==> src/rtl/muldiv_unit.sv <==
// rtl/muldiv_unit.sv - iterative radix-2 multiply / restoring divide unit producing HI/LO
//
// Ports:
//   clk       rising-edge clock
//   reset     synchronous active-low reset
//   start     operation request, accepted only when idle
//   op        00 MULT, 01 MULTU, 10 DIV, 11 DIVU (sampled with start)
//   a, b      multiplicand/dividend, multiplier/divisor (sampled with start)
//   busy      operation in flight
//   done      one-cycle pulse, hi/lo valid
//   div_zero  one-cycle pulse with done for a zero divisor
//   hi, lo    product[2W-1:W]/product[W-1:0], or remainder/quotient
module muldiv_unit #(
    parameter int WIDTH = 32
) (
    input  logic             clk,
    input  logic             reset,
    input  logic             start,
    input  logic [1:0]       op,
    input  logic [WIDTH-1:0] a,
    input  logic [WIDTH-1:0] b,
    output logic             busy,
    output logic             done,
    output logic             div_zero,
    output logic [WIDTH-1:0] hi,
    output logic [WIDTH-1:0] lo
);

    localparam int CW = $clog2(WIDTH);
    localparam int AW = 2 * WIDTH + 1;

    typedef enum logic [2:0] {
        S_IDLE,
        S_MUL,
        S_DIV,
        S_FIX,
        S_DZERO
    } state_t;

    state_t               r_state;
    state_t               w_next;
    logic [CW-1:0]        r_count;
    logic [AW-1:0]        r_acc;
    logic [WIDTH-1:0]     r_mcand;
    logic                 r_neg_q;
    logic                 r_neg_r;
    logic                 r_is_div;
    logic                 r_done;
    logic                 r_div_zero;
    logic [WIDTH-1:0]     r_hi;
    logic [WIDTH-1:0]     r_lo;

    // Operands are signed only for MULT/DIV (op[0]==0).
    logic                 w_a_neg;
    logic                 w_b_neg;
    logic [WIDTH-1:0]     w_a_mag;
    logic [WIDTH-1:0]     w_b_mag;
    logic                 w_last;

    assign w_a_neg = ~op[0] & a[WIDTH-1];
    assign w_b_neg = ~op[0] & b[WIDTH-1];
    assign w_a_mag = w_a_neg ? -a : a;
    assign w_b_mag = w_b_neg ? -b : b;
    assign w_last  = (r_count == CW'(WIDTH - 1));

    // Multiply step: the multiplier sits in the low half and is consumed LSB first
    // while the partial product grows in the high half and shifts right.
    logic [WIDTH:0]       w_mul_sum;
    logic [AW-1:0]        w_mul_step;

    assign w_mul_sum  = r_acc[AW-1:WIDTH] + (r_acc[0] ? {1'b0, r_mcand} : '0);
    assign w_mul_step = {1'b0, w_mul_sum, r_acc[WIDTH-1:1]};

    // Divide step: shift {remainder, dividend} left, try subtracting the divisor
    // from the W+1-bit partial remainder, keep the difference if it did not go negative.
    logic [AW-1:0]        w_shift;
    logic                 w_div_ge;
    logic [WIDTH:0]       w_div_diff;
    logic [AW-1:0]        w_div_step;

    assign w_shift    = {r_acc[AW-2:0], 1'b0};
    assign w_div_ge   = (w_shift[AW-1:WIDTH] >= {1'b0, r_mcand});
    assign w_div_diff = w_shift[AW-1:WIDTH] - {1'b0, r_mcand};
    assign w_div_step = w_div_ge ? {w_div_diff, w_shift[WIDTH-1:1], 1'b1}
                                 : {w_shift[AW-1:1], 1'b0};

    // Sign correction applied in FIX.
    logic [2*WIDTH-1:0]   w_prod;
    logic [WIDTH-1:0]     w_quo;
    logic [WIDTH-1:0]     w_rem;

    assign w_prod = r_neg_q ? -r_acc[2*WIDTH-1:0] : r_acc[2*WIDTH-1:0];
    assign w_quo  = r_neg_q ? -r_acc[WIDTH-1:0]   : r_acc[WIDTH-1:0];
    assign w_rem  = r_neg_r ? -r_acc[2*WIDTH-1:WIDTH] : r_acc[2*WIDTH-1:WIDTH];

    always_ff @(posedge clk) begin
        if (!reset) begin
            r_state <= S_IDLE;
        end else begin
            r_state <= w_next;
        end
    end

    always_comb begin
        w_next = r_state;
        case (r_state)
            S_IDLE: begin
                if (start) begin
                    if (!op[1]) begin
                        w_next = S_MUL;
                    end else if (b == '0) begin
                        w_next = S_DZERO;
                    end else begin
                        w_next = S_DIV;
                    end
                end
            end
            S_MUL:   w_next = w_last ? S_FIX : S_MUL;
            S_DIV:   w_next = w_last ? S_FIX : S_DIV;
            S_FIX:   w_next = S_IDLE;
            S_DZERO: w_next = S_IDLE;
            default: w_next = S_IDLE;
        endcase
    end

    always_ff @(posedge clk) begin
        if (!reset) begin
            r_count    <= '0;
            r_acc      <= '0;
            r_mcand    <= '0;
            r_neg_q    <= 1'b0;
            r_neg_r    <= 1'b0;
            r_is_div   <= 1'b0;
            r_done     <= 1'b0;
            r_div_zero <= 1'b0;
            r_hi       <= '0;
            r_lo       <= '0;
        end else begin
            r_done     <= 1'b0;
            r_div_zero <= 1'b0;
            case (r_state)
                S_IDLE: begin
                    if (start) begin
                        r_count  <= '0;
                        r_acc    <= {{(WIDTH + 1){1'b0}}, w_a_mag};
                        r_mcand  <= w_b_mag;
                        r_neg_q  <= w_a_neg ^ w_b_neg;
                        r_neg_r  <= w_a_neg;
                        r_is_div <= op[1];
                    end
                end
                S_MUL: begin
                    r_acc   <= w_mul_step;
                    r_count <= r_count + CW'(1);
                end
                S_DIV: begin
                    r_acc   <= w_div_step;
                    r_count <= r_count + CW'(1);
                end
                S_FIX: begin
                    if (r_is_div) begin
                        r_hi <= w_rem;
                        r_lo <= w_quo;
                    end else begin
                        r_hi <= w_prod[2*WIDTH-1:WIDTH];
                        r_lo <= w_prod[WIDTH-1:0];
                    end
                    r_done <= 1'b1;
                end
                S_DZERO: begin
                    r_done     <= 1'b1;
                    r_div_zero <= 1'b1;
                end
                default: ;
            endcase
        end
    end

    assign busy     = (r_state != S_IDLE);
    assign done     = r_done;
    assign div_zero = r_div_zero;
    assign hi       = r_hi;
    assign lo       = r_lo;

endmodule

==> config.mk <==
export PLATFORM = sky130hd
export DESIGN_NAME = muldiv_unit
export DESIGN_NICKNAME = d
export VERILOG_FILES = /design/src/rtl/muldiv_unit.sv
export SDC_FILE = /design/constraint.sdc
export NUM_CORES = 1
export LEC_CHECK = 0
export CAP_MARGIN = 25
export CORE_ASPECT_RATIO = 0.9
export CORE_UTILIZATION = 40
export DETAILED_ROUTE_END_ITERATION = 8
export PLACE_DENSITY = 0.58
export REMOVE_ABC_BUFFERS = 1
export SYNTH_ARGS = -nofsm -noshare
export SYNTH_HDL_FRONTEND = slang
export SYNTH_SLANG_ARGS = --single-unit
==> constraint.sdc <==
create_clock -name clk -period 6.72 [get_ports clk]
set_clock_uncertainty 0.2 [all_clocks]
set_input_delay 1.344 -clock clk [delete_from_list [all_inputs] [get_ports clk]]
set_output_delay 1.344 -clock clk [all_outputs]
set_load 0.02 [all_outputs]
**Word level (Yosys, flattened, before mapping)**

Index checks and enable logic that the tools add are counted.

- $add $sub $neg: 8
- Magnitude comparators: 1
- Eq/ne operators: 6
- Mux-type cells: 21
- Bitwise operators: 4
- Reduce and logical (&&, ||, !) cells: 10

Operators by type and width:

| operator | number |
|---|---|
| 32-bit two-way mux | 7 |
| 65-bit case mux with 3 select lines | 1 |
| 65-bit two-way mux | 2 |
| 32-bit negator | 4 |
| 64-bit two-way mux | 1 |
| 64-bit negator | 1 |
| 33-bit by 32-bit adder with 33-bit output | 1 |
| 33-bit by 32-bit >= comparator with 1-bit output | 1 |
| 33-bit by 32-bit subtractor with 33-bit output | 1 |
| 32-bit zero test | 1 |
| 5-bit case mux with 2 select lines | 1 |
| 3-bit two-way mux | 3 |
| 3-bit case mux with 3 select lines | 1 |
| 3-bit by 2-bit == test with 1-bit output, second input constant | 2 |
| 2-bit AND reduction | 3 |
| 3-bit nonzero test | 2 |
| 5-bit by 1-bit adder with 5-bit output, second input constant | 1 |
| 5-bit == test, second input constant | 1 |
| 5-bit two-way mux | 1 |
| 2-bit OR reduction | 2 |
| 3-bit by 1-bit == test with 1-bit output, second input constant | 1 |
| 3-bit == test, second input constant | 1 |
| 3-bit zero test | 1 |
| 1-bit two-way mux | 3 |
| 6 further kinds | 7 |

- Register bits: 174
- Input bits: 69
- Output and inout bits: 67
- Logic and storage cells: 61

**Logic depth before layout (Yosys ltp)**

Gate-level depths: netlist of the first run.

- Depth after elaboration: 5
- Mapped depth: 14
- Depth with buffers taken out: 13

**Least setup slack after synthesis of the first run**

No wires, ideal clock.

- Kind: input port to flip-flop
- Start: input a[4]
- End: register r_acc[30]
- Setup time: 0.129 ns
- Data arrival time: 3.226 ns
- Required time: 6.391 ns
- Path slack: 3.164 ns
- Stages: 9
- Path buffers: 0
- Cells stage by stage: nor4_2 nand4_1 nor3_1 nand4_1 o41ai_2 a21o_1 a21oi_1 a221oi_1 a21oi_1

- Cells in the longest elaborated chain, start to end: 4

Ends and longest elaborated chain:

| what | RTL line | text |
|---|---|---|
| start, declared | 20 | `input logic [WIDTH-1:0] a,` |
| 32-bit negator | 62 | `assign w_a_mag = w_a_neg ? -a : a;` |
| 32-bit two-way mux | 62 |  |
| 65-bit two-way mux | 143 | `if (start) begin` |
| 65-bit case mux with 3 select lines | 141 | `case (r_state)` |
| end signal, assigned | 145 | `r_acc <= {{(WIDTH + 1){1'b0}}, w_a_mag};` |
| end signal, assigned | 153 | `r_acc <= w_mul_step;` |
| end signal, assigned | 157 | `r_acc <= w_div_step;` |
| end, declared | 43 | `logic [AW-1:0] r_acc;` |

No other way between the ends. The select of a mux whose other input is x is not followed.
A chain may end at the register's enable or synchronous reset.

**Worst setup path after layout of the first run**

- Start: register r_acc[0]
- End: register r_acc[61]

- Cells in the longest elaborated chain, start to end: 3

Ends and longest elaborated chain:

| what | RTL line | text |
|---|---|---|
| 32-bit two-way mux | 71 | `assign w_mul_sum = r_acc[AW-1:WIDTH] + (r_acc[0] ? {1'b0, r_mcand} : '0);` |
| 33-bit by 32-bit adder with 33-bit output | 71 |  |
| 65-bit case mux with 3 select lines | 141 |  |

No other way between the ends.

==> results by group, run 1 <==
Yosys
  – Netlist cell types: between 70 and 80
  – Asr flop ratio synth: 0%
  – Mapped Area: between 10,000 and 15,000 um^2
  – Register area share after synthesis: 25.8%
  – Synth Register Bits: between 150 and 200
  – Post-Syn Instances: around 1,800
  – Number of synthesized flops with an enable pin: 0
  – Main synth FF type: dfxtp_1
  – Synth Area per Inst: 7.46 um^2
  – Yosys warning total: 0

Critical path
  – Crit path cell chain: inv_1 -> nor2_1 -> ha_1 -> nor2b_1 -> o31a_1 -> o21ai_0 -> o311ai_0 -> o31ai_1 -> o221ai_1 -> xor2_1 -> a22oi_1 -> a21oi_1
  – Crit Path Class: flop to flop
  – Worst path bufs/invs: 1
  – Req. time, crit path: just under 7 ns
  – RR Startpoint: r_acc[0]
  – Crit start category: flop
  – Critical-path maximum fanout: 19
  – Slowest cell on crit path: inv_1
  – R2r worst-path depth: 12
  – R2R Path End: r_acc[61]
  – CP top delay family: compound AO/OA/AOI/OAI gates
  – Worst EP arrival: ~4.7 ns
  – Crit end category: flop
  – R2r setup slk: 2.15 ns
  – Crit path largest cell delay: 0.72 ns
  – Crit. Startpoint: r_acc[0]

Clocking
  – Post-CTS Resized: 0
  – Clock tree buffer depth: 2
  – Hold-fix buffers at CTS: 0
  – Clock-pin slew on the worst setup and hold paths: roughly 0.070 ns
  – Clk sinks: roughly 170
  – Setup bufs post-CTS: 0
  – CTS Root Buffer Type: clkbuf_16
  – Worst-Skew Late Latency: roughly 0.46 ns
  – Clock buffer count from CTS: 17
  – CTS tree: yes
  – H-tree lvl count: 4

Power and ir drop
  – Total power: between 3 and 4 mW
  – Pwr Density: approximately 240 nW/um^2
  – Maximum vdd drop: roughly 0.21 mV
  – Leak: roughly 5.7 nW

STA
  – Final Worst Setup Slack: around 2.2 ns
  – Worst relative slew slack: 33.3%
  – Final hold vios: 0
  – FMAX: 219 MHz
  – Finish-stage setup viols: 0
  – Pins Over Slew Limit: 0
  – Setup TNS: 0 ns
  – RSZ-0062 raised after global routing: false
  – Final Cycle Share: between 60% and 70%
  – Min Tclk post-route: roughly 4.6 ns
  – Slew @ Worst Pin: roughly 1.0 ns

Cells and area
  – Final #Nets: 2,009
  – Share of layout cells above drive strength 1: around 5.5%
  – Most frequent cells in the layout: nor2_1, dfxtp_1, a21oi_1
  – Ant diodes: 0
  – Area growth syn-to-layout: 16.0%
  – Most common cell after layout, fill and taps aside: nor2_1
  – Fin area: ~16,000 um^2

Flow run
  – Max_cap viols: 0

Place
  – Pre-CTS setup slack: approximately 1.8 ns
  – Placer Congestion: approximately 0.94
  – IO buf count: about 140
  – Cell Area, Placed: around 15,000 um^2
  – Final HPWL from detailed placement: about 33 mm

Drt
  – Vias/cell: about 6
  – Antenna-violating nets left: 0
  – Residual DRC: 0
  – Via count: roughly 14,000
  – Drt wl/cell: 19.5 um
  – Drt first pass iters: 6
  – DRT iter0 DRCs: ~1,200
  – Drt total wl: ~45 mm

GRT
  – First-pass GRT wire length: 71.3 mm
  – Largest net degree at the start of global routing: 73
  – Total gr overflow: 0
  – Vias in the first global route: 12,600
  – All-layer global routing usage: 26.2%
  – Antenna violations before repair: 0

Floorplanning
  – Die height: 176 um
  – Die width: slightly below 200 um
  – Initial Utilization: 40.8%
  – Die area: around 34,000 um^2
  – Io pins: 136
  – Core area: 33,000 um^2
  – Rows: 63

Worst hold path
  – Worst Hold Path EP: hi[5]
  – Hold Path Origin: hi[5]
  – Hold path depth: 2
  – Worst min path class: flop to flop

Status
  – Status: complete, no violations
-- cell usage after synthesis (22+ instances only) --
cell,number,area share (%)
a21o_1,22,1.2
dfxtp_1,174,26
nor3_1,46,1.7
nand3_1,45,1.7
ha_1,70,6.5
inv_1,67,1.9
xnor2_1,96,6.2
nor2_1,207,5.8
a31oi_1,24,1.1
clkbuf_1,99,2.8
o21ai_0,152,5.6
a211oi_1,70,3.9
a22oi_1,23,1.3
a21oi_1,172,6.4
xor2_1,70,4.5
nand2_1,142,4.0
-- worst min-delay path, stage by stage, from the launching register on --
cell and delay (ns):
dfxtp_1 0.31, nand2_1 0.05, a21oi_1 0.05
-- worst max-delay path by stage --
stage / to / slack (ns) / cells past startpoint
6_report: r_acc[61] / 2.15 / 12
4_1_cts: r_acc[61] / 2.29 / 12
5_1_grt: r_acc[61] / 2.11 / 12
3_5_place_dp: r_state[1] / 1.81 / 10
3_3_place_gp: r_state[1] / 1.84 / 10
2_1_floorplan: hi[4] / -0.66 / 4
-- routing by layer --
layer  track usage (%)  up-vias  part of all wire (%)
met5                 0        -                     0
met4              7.55        0                   2.1
met3              3.92       51                   5.4
met2              40.4      421                    44
met1              37.6     6510                    49
li1                  -     6716                     -
-- registers in the layout, summed over array words and instances (netlist names), 3 cells and up --
name	count
hi	32
lo	32
r_acc	65
r_count	5
r_mcand	32
r_state	3
-- report_power, final --
group | switching [mW] | internal (mW)
combinational | 0.918 | 0.595
sequential | 0.136 | 1.12
clock | 0.465 | 0.512
total | 1.52 | 2.22
-- cells by family after synthesis --
family,Yosys count,synth area share (%)
and+or+nand+nor,589,20.9
muxes,21,1.70
buffers and inverters,183,5.33
adders and majority gates,72,6.79
xor gates and xnor gates,166,10.8
DFF,174,25.8
AOI/OAI and AO/OA,603,28.6
-- metrics by stage --
stage,util [%],hold WS (ns),instances
6_report,47.4,0.252,2303
5_1_grt,47.4,0.269,2303
4_1_cts,47.3,0.256,2302
3_5_place_dp,45.7,0.246,2270
3_3_place_gp,45.6,0.241,2269
2_1_floorplan,-,0.243,1692
-- final cells by class --
class | instances | area [um^2]
Fill cell | 3384 | 17400
Clock buffer | 19 | 433
Inverter | 67 | 253
Tap cell | 422 | 528
Sequential cell | 174 | 3480
Timing Repair Buffer | 157 | 1530
Clock inverter | 13 | 118
Multi-Input combinational cell | 1451 | 9300
(Power assumes the default switching activity.)
==> run 2: changes to the inputs <==
- clock period: 6.72 -> 4.5 ns (I/O delays scaled with it)
==> run 2 against run 1 <==
- sequential share of layout area down 0.41 points
- sequential cell count stayed put
- global-route usage rose by 0.78 points
- routed wire length increased by 2.4%
- via count up 1.3%
- critical endpoint is now r_acc[63]
- non-clock buffer count is 29 higher
==> results by group, run 2 (same netlist as run 1, synthesis figures left out) <==
Cells and area
  – Most common cell after layout, fill and taps aside: nor2_1 (unchanged)
  – Max reg flops: 65 (unchanged)
  – Final #Nets: 2,038 (was 2,009)
  – Fillers: 3,339 (was 3,384)
  – Most frequent cells in the layout: nor2_1, dfxtp_1, a21oi_1 (unchanged)
  – Fin area: 15,900 um^2 (was 15,600 um^2)
  – Area growth syn-to-layout: 18.2% (was 16.0%)
  – Ant diodes: 0 (unchanged)
  – Share of layout cells above drive strength 1: 6.76% (was 5.48%)
  – Fin util: 48.2% (was 47.4%)
  – Largest Register: r_acc (unchanged)

Worst hold path
  – Hold Path Origin: hi[30] (was hi[5])
  – Worst min path class: flop to flop (unchanged)

Floorplanning
  – Die width: 196 um (unchanged)
  – Core area: 33,000 um^2 (unchanged)
  – Initial Utilization: 40.8% (unchanged)
  – Rows: 63 (unchanged)
  – Io pins: 136 (unchanged)
  – Die area: 34,400 um^2 (unchanged)
  – Die height: 176 um (unchanged)

Place
  – Final HPWL from detailed placement: 34.2 mm (was 32.8 mm)
  – Cell Area, Placed: 15,400 um^2 (was 15,100 um^2)
  – IO buf count: 135 (unchanged)
  – Pre-CTS setup slack: 0.316 ns (was 1.81 ns)
  – Placer Congestion: 0.921 (was 0.942)

GRT
  – All-layer global routing usage: 27.0% (was 26.2%)
  – Total gr overflow: 0 (unchanged)
  – First-pass GRT wire length: 72.8 mm (was 71.3 mm)
  – Antenna violations before repair: 0 (unchanged)
  – Vias in the first global route: 12,800 (was 12,600)
  – Largest net degree at the start of global routing: 105 (was 73)

Critical path
  – Crit start category: flop (unchanged)
  – Crit end category: flop (unchanged)
  – RR Startpoint: r_acc[0] (unchanged)
  – Crit. Startpoint: r_acc[0] (unchanged)
  – Crit Path Class: flop to flop (unchanged)
  – Crit path capture: r_acc[63] (was r_acc[61])
  – R2r worst-path depth: 15 (was 12)
  – Worst EP arrival: 4.01 ns (was 4.68 ns)
  – R2R Path End: r_acc[63] (was r_acc[61])
  – Critical-path maximum fanout: 12 (was 19)
  – Req. time, crit path: 4.63 ns (was 6.83 ns)
  – R2r setup slk: 0.63 ns (was 2.15 ns)

Flow run
  – Max_cap viols: 0 (unchanged)

Clocking
  – Clock tree buffer depth: 2 (unchanged)
  – CTS Root Buffer Type: clkbuf_16 (unchanged)
  – Post-CTS Resized: 0 (unchanged)
  – H-tree lvl count: 4 (unchanged)
  – CTS tree: yes (unchanged)
  – Hold-fix buffers at CTS: 0 (unchanged)
  – Setup bufs post-CTS: 0 (unchanged)
  – Clock buffer count from CTS: 17 (unchanged)
  – Worst-Skew Late Latency: 0.47 ns (was 0.46 ns)
  – Clk sinks: 174 (unchanged)
  – Clock-pin slew on the worst setup and hold paths: 0.08 ns (was 0.07 ns)

Power and ir drop
  – Pwr Density: 357 nW/um^2 (was 239 nW/um^2)
  – Maximum vdd drop: 0.305 mV (was 0.207 mV)
  – Leak: 5.90 nW (was 5.73 nW)
  – Total power: 5.69 mW (was 3.74 mW)

Drt
  – Antenna-violating nets left: 0 (unchanged)
  – Via count: 13,900 (was 13,700)
  – Residual DRC: 0 (unchanged)
  – DRT iter0 DRCs: 1,301 (was 1,222)
  – Drt total wl: 46.1 mm (was 45.0 mm)
  – Drt wl/cell: 19.8 um (was 19.5 um)
  – Drt first pass iters: 6 (unchanged)
  – Vias/cell: 5.96 (was 5.95)

STA
  – Finish-stage setup viols: 0 (unchanged)
  – Pins Over Slew Limit: 0 (unchanged)
  – Worst relative slew slack: 37.5% (was 33.3%)
  – Final hold vios: 0 (unchanged)
  – Final Worst Setup Slack: 0.626 ns (was 2.15 ns)
  – RSZ-0062 raised after global routing: false (unchanged)
  – Slew @ Worst Pin: 0.938 ns (was 0.997 ns)
  – Final Cycle Share: 86.1% (was 67.9%)
  – FMAX: 258 MHz (was 219 MHz)
  – Worst hold slack: 0.251 ns (was 0.252 ns)
  – Min Tclk post-route: 3.87 ns (was 4.57 ns)

Status
  – Status: complete, no violations (unchanged)
==> run 2: cell type report <==
type	instances	area [um^2]	share of cell area (%)
clock inverter	10	109	0.683
inverter	67	253	1.59
sequential	174	3480	21.9
clock buffer	20	447	2.80
tap	422	528	3.31
timing repair buffer	186	1820	11.4
multi-input combinational	1451	9300	58.4
==> run 2: metal layers <==
| metal | global-route usage (%) | share of wire, % |
|---|---|---|
| met4 | 7.48 | 1.8 |
| met5 | 0 | 0 |
| met2 | 41.9 | 44 |
| met3 | 4.13 | 6.0 |
| met1 | 38.5 | 48 |
==> run 2: worst min path at each step <==
stage               depth (start not counted)          end
finish                                      2       hi[30]
CTS                                         2        hi[3]
detailed placement                          2        hi[3]
floorplan                                   2  r_mcand[20]
global route                                2        lo[0]
global placement                            2        hi[3]
==> run 2: critical path, stage by stage (launching register included) <==
cell	delay, ns
dfxtp_1	0.38
inv_1	0.34
buf_4	0.23
nor2_1	0.05
ha_1	0.49
nand4_1	0.18
nor2_1	0.26
inv_1	0.07
o311ai_0	0.38
buf_4	0.19
o31ai_1	0.06
buf_4	0.16
o31a_1	0.30
o21ai_0	0.21
xnor2_1	0.14
o211ai_1	0.10
==> run 2: stage by stage <==
stage,TNS (ns),instances
final,0,2330
after global routing,0,2330
after CTS,0,2329
after detailed placement,0,2299
after global placement,0,2299
after floorplan,-186.72,1692
==> run 2: report_power, final <==
| group | internal (mW) | switching, mW |
|---|---|---|
| sequential | 1.67 | 0.187 |
| combinational | 0.938 | 1.42 |
| clock | 0.783 | 0.700 |
==> run 3: changes to the inputs <==
- PLACE_DENSITY: 0.58 -> not set
- PLACE_DENSITY_LB_ADDON: not set -> 0.05
==> run 3 against run 2 <==
- die area unchanged
- core utilization increased by 0.40 points
- sequential cell count unchanged
- critical path depth decreased by 2
- clock-buffer cell count decreased by 2
- worst setup slack got worse by 0.080 ns
- maximum frequency decreased by 2.0%
- cell area increased by 0.83%
- final cell count increased by 0.94%
- critical path type unchanged
==> results by group, run 3 (same netlist as run 1, synthesis figures left out) <==
Flow run
  – Max_cap viols: 0 (unchanged)

Clocking
  – CTS Root Buffer Type: clkbuf_16 (unchanged)
  – Clk sinks: 174 (unchanged)
  – Worst-Skew Late Latency: 0.47 ns (about the same)
  – Setup bufs post-CTS: 0 (unchanged)
  – H-tree lvl count: 4 (unchanged)
  – CTS tree: yes (unchanged)
  – Post-CTS Resized: 0 (unchanged)
  – Hold-fix buffers at CTS: 0 (unchanged)
  – Clock tree buffer depth: 2 (unchanged)
  – Clock-pin slew on the worst setup and hold paths: 0.08 ns (about the same)
  – Clock buffer count from CTS: 17 (unchanged)

Floorplanning
  – Die height: 176 um (unchanged)
  – Io pins: 136 (unchanged)
  – Initial Utilization: 40.8% (unchanged)
  – Die area: 34,400 um^2 (unchanged)
  – Die width: 196 um (unchanged)
  – Core area: 33,000 um^2 (unchanged)
  – Rows: 63 (unchanged)

GRT
  – Vias in the first global route: 13,000 (was 12,800)
  – Met3 Use GR: 4.70% (was 4.13%)
  – Global route hottest layer: met2 (unchanged)
  – M1 GR Usage: 39.2% (was 38.5%)
  – Antenna violations before repair: 0 (unchanged)
  – Largest net degree at the start of global routing: 66 (was 105)
  – Total gr overflow: 0 (unchanged)
  – All-layer global routing usage: 27.5% (was 27.0%)
  – Met2 Resource Use GR: 42.5% (was 41.9%)
  – First-pass GRT wire length: 74.1 mm (was 72.8 mm)

Drt
  – Drt total wl: 47.2 mm (was 46.1 mm)
  – Via count: 14,000 (was 13,900)
  – Antenna-violating nets left: 0 (unchanged)
  – DRT iter0 DRCs: 1,241 (was 1,301)
  – Residual DRC: 0 (unchanged)
  – Drt wl/cell: 20.0 um (was 19.8 um)
  – Vias/cell: 5.96 (about the same)
  – Drt first pass iters: 6 (unchanged)

Place
  – Placed cell count: 2,320 (was 2,299)
  – Final HPWL from detailed placement: 35.6 mm (was 34.2 mm)
  – IO buf count: 135 (unchanged)
  – Placer Congestion: 0.907 (was 0.921)

Critical path
  – R2R Path End: r_acc[36] (was r_acc[63])
  – R2r setup slk: 0.55 ns (was 0.63 ns)
  – Critical-path maximum fanout: 20 (was 12)
  – Crit end category: flop (unchanged)
  – R2r worst-path depth: 13 (was 15)
  – Crit. Startpoint: r_mcand[1] (was r_acc[0])
  – Worst EP arrival: 4.09 ns (was 4.01 ns)
  – Crit Path Class: flop to flop (unchanged)
  – Crit start category: flop (unchanged)
  – RR Startpoint: r_mcand[1] (was r_acc[0])
  – Req. time, crit path: 4.64 ns (was 4.63 ns)

STA
  – Min Tclk post-route: 3.95 ns (was 3.87 ns)
  – Worst relative slew slack: 28.4% (was 37.5%)
  – Pins Over Slew Limit: 0 (unchanged)
  – Finish-stage setup viols: 0 (unchanged)
  – Worst hold slack: 0.257 ns (was 0.251 ns)
  – Slew @ Worst Pin: 1.07 ns (was 0.938 ns)
  – Final Cycle Share: 87.9% (was 86.1%)
  – RSZ-0062 raised after global routing: false (unchanged)
  – Final hold vios: 0 (unchanged)
  – FMAX: 253 MHz (was 258 MHz)

Cells and area
  – Most frequent cells in the layout: nor2_1, dfxtp_1, a21oi_1 (unchanged)
  – Max reg flops: 65 (unchanged)
  – Most common cell after layout, fill and taps aside: nor2_1 (unchanged)
  – Area of the multi-input gates: 9300 um^2 (unchanged)
  – Largest Register: r_acc (unchanged)
  – Final #Nets: 2,058 (was 2,038)
  – Finished Layout Cells: 2,352 (was 2,330)
  – Area growth syn-to-layout: 19.2% (was 18.2%)
  – Reg area: 3480 um^2 (unchanged)
  – Ant diodes: 0 (unchanged)
  – Fillers: 3,352 (was 3,339)
  – Share of layout cells above drive strength 1: 7.93% (was 6.76%)

Power and ir drop
  – Sequential Power Share: 31.6% (was 32.5%)
  – Combinational share of power: 41.5% (was 41.4%)
  – Maximum vdd drop: 0.310 mV (was 0.305 mV)
  – Switch Pwr: 2.43 mW (was 2.31 mW)
  – Pwr Density: 362 nW/um^2 (was 357 nW/um^2)
  – Clock network fraction of total power: 26.9% (was 26.0%)
  – Leak: 6.01 nW (was 5.90 nW)
  – Sw Share: 41.8% (was 40.5%)
  – Int Pwr: 3.38 mW (was 3.39 mW)

Status
  – Status: complete, no violations (unchanged)

Worst hold path
  – Hold path depth: 2 (unchanged)
  – Worst Hold Path EP: hi[5] (was hi[30])
  – Hold Path Origin: hi[5] (was hi[30])
  – Worst min path class: flop to flop (unchanged)
## run 3: changes by cell type in the layout (fill, tap and decap cells not counted), sizes merged
cell | before | now
bufinv | 1 | 0
clkinvlp | 1 | 0
clkinv | 5 | 3
clkbuf | 20 | 18
buf | 52 | 72
inv | 70 | 78
## run 3: routing by layer
layer,vias up,part of all wire [%]
li1,6838,-
met1,6677,49
met2,441,44
met3,62,5.6
met4,0,2.0
met5,-,0
## run 3: area by class of cell
type                    instances  area share [%]
clock buffers                  18            2.73
clock inverters                14           0.997
inverters                      67            1.58
multi-input cells            1451            57.9
flip-flops and latches        174            21.7
well taps                     422            3.29
repair buffers                206            11.9
## run 3: power by group through the flow
stage | Sequential (mW) | Clock (mW) | Combinational, mW
detailed placement | 1.87 | 0 | 2.37
floorplan | 1.85 | 0 | 1.56
finish | 1.84 | 1.56 | 2.41
global placement | 1.86 | 0 | 2.37
CTS | 1.83 | 1.59 | 2.39
global route | 1.85 | 1.65 | 2.65
## run 3: stage by stage
stage                     total power [mW]  worst slack (ns)  area (um^2)  utilization (%)  TNS [ns]
after floorplan                       3.41             -2.88        13000                -   -186.72
after global placement                4.23             0.456        15500             46.8         0
after detailed placement              4.24             0.429        15500             46.8         0
after CTS                             5.81             0.581        16100             48.6         0
after global routing                  6.15             0.313        16100             48.6         0
final                                 5.81             0.545        16100             48.6         0
## run 3: how the worst max path moves through the flow
stage,end,slack (ns),cells past startpoint
detailed placement,r_state[1],0.43,12
floorplan,hi[4],-2.88,4
finish,r_acc[36],0.55,13
CTS,r_acc[36],0.58,13
global route,r_acc[36],0.31,13
global placement,r_state[1],0.46,12
## run 3: critical path: stages (launching register included)
cell and delay (ns):
dfxtp_1 0.43, inv_1 0.11, ha_1 0.31, nor2b_1 0.19, o2111ai_1 0.18, a31o_2 0.31, a2111oi_0 0.55, buf_4 0.23
o21ai_0 0.11, nand2_1 0.22, buf_12 0.21, mux2_2 0.35, a222oi_1 0.33, nor2_1 0.08
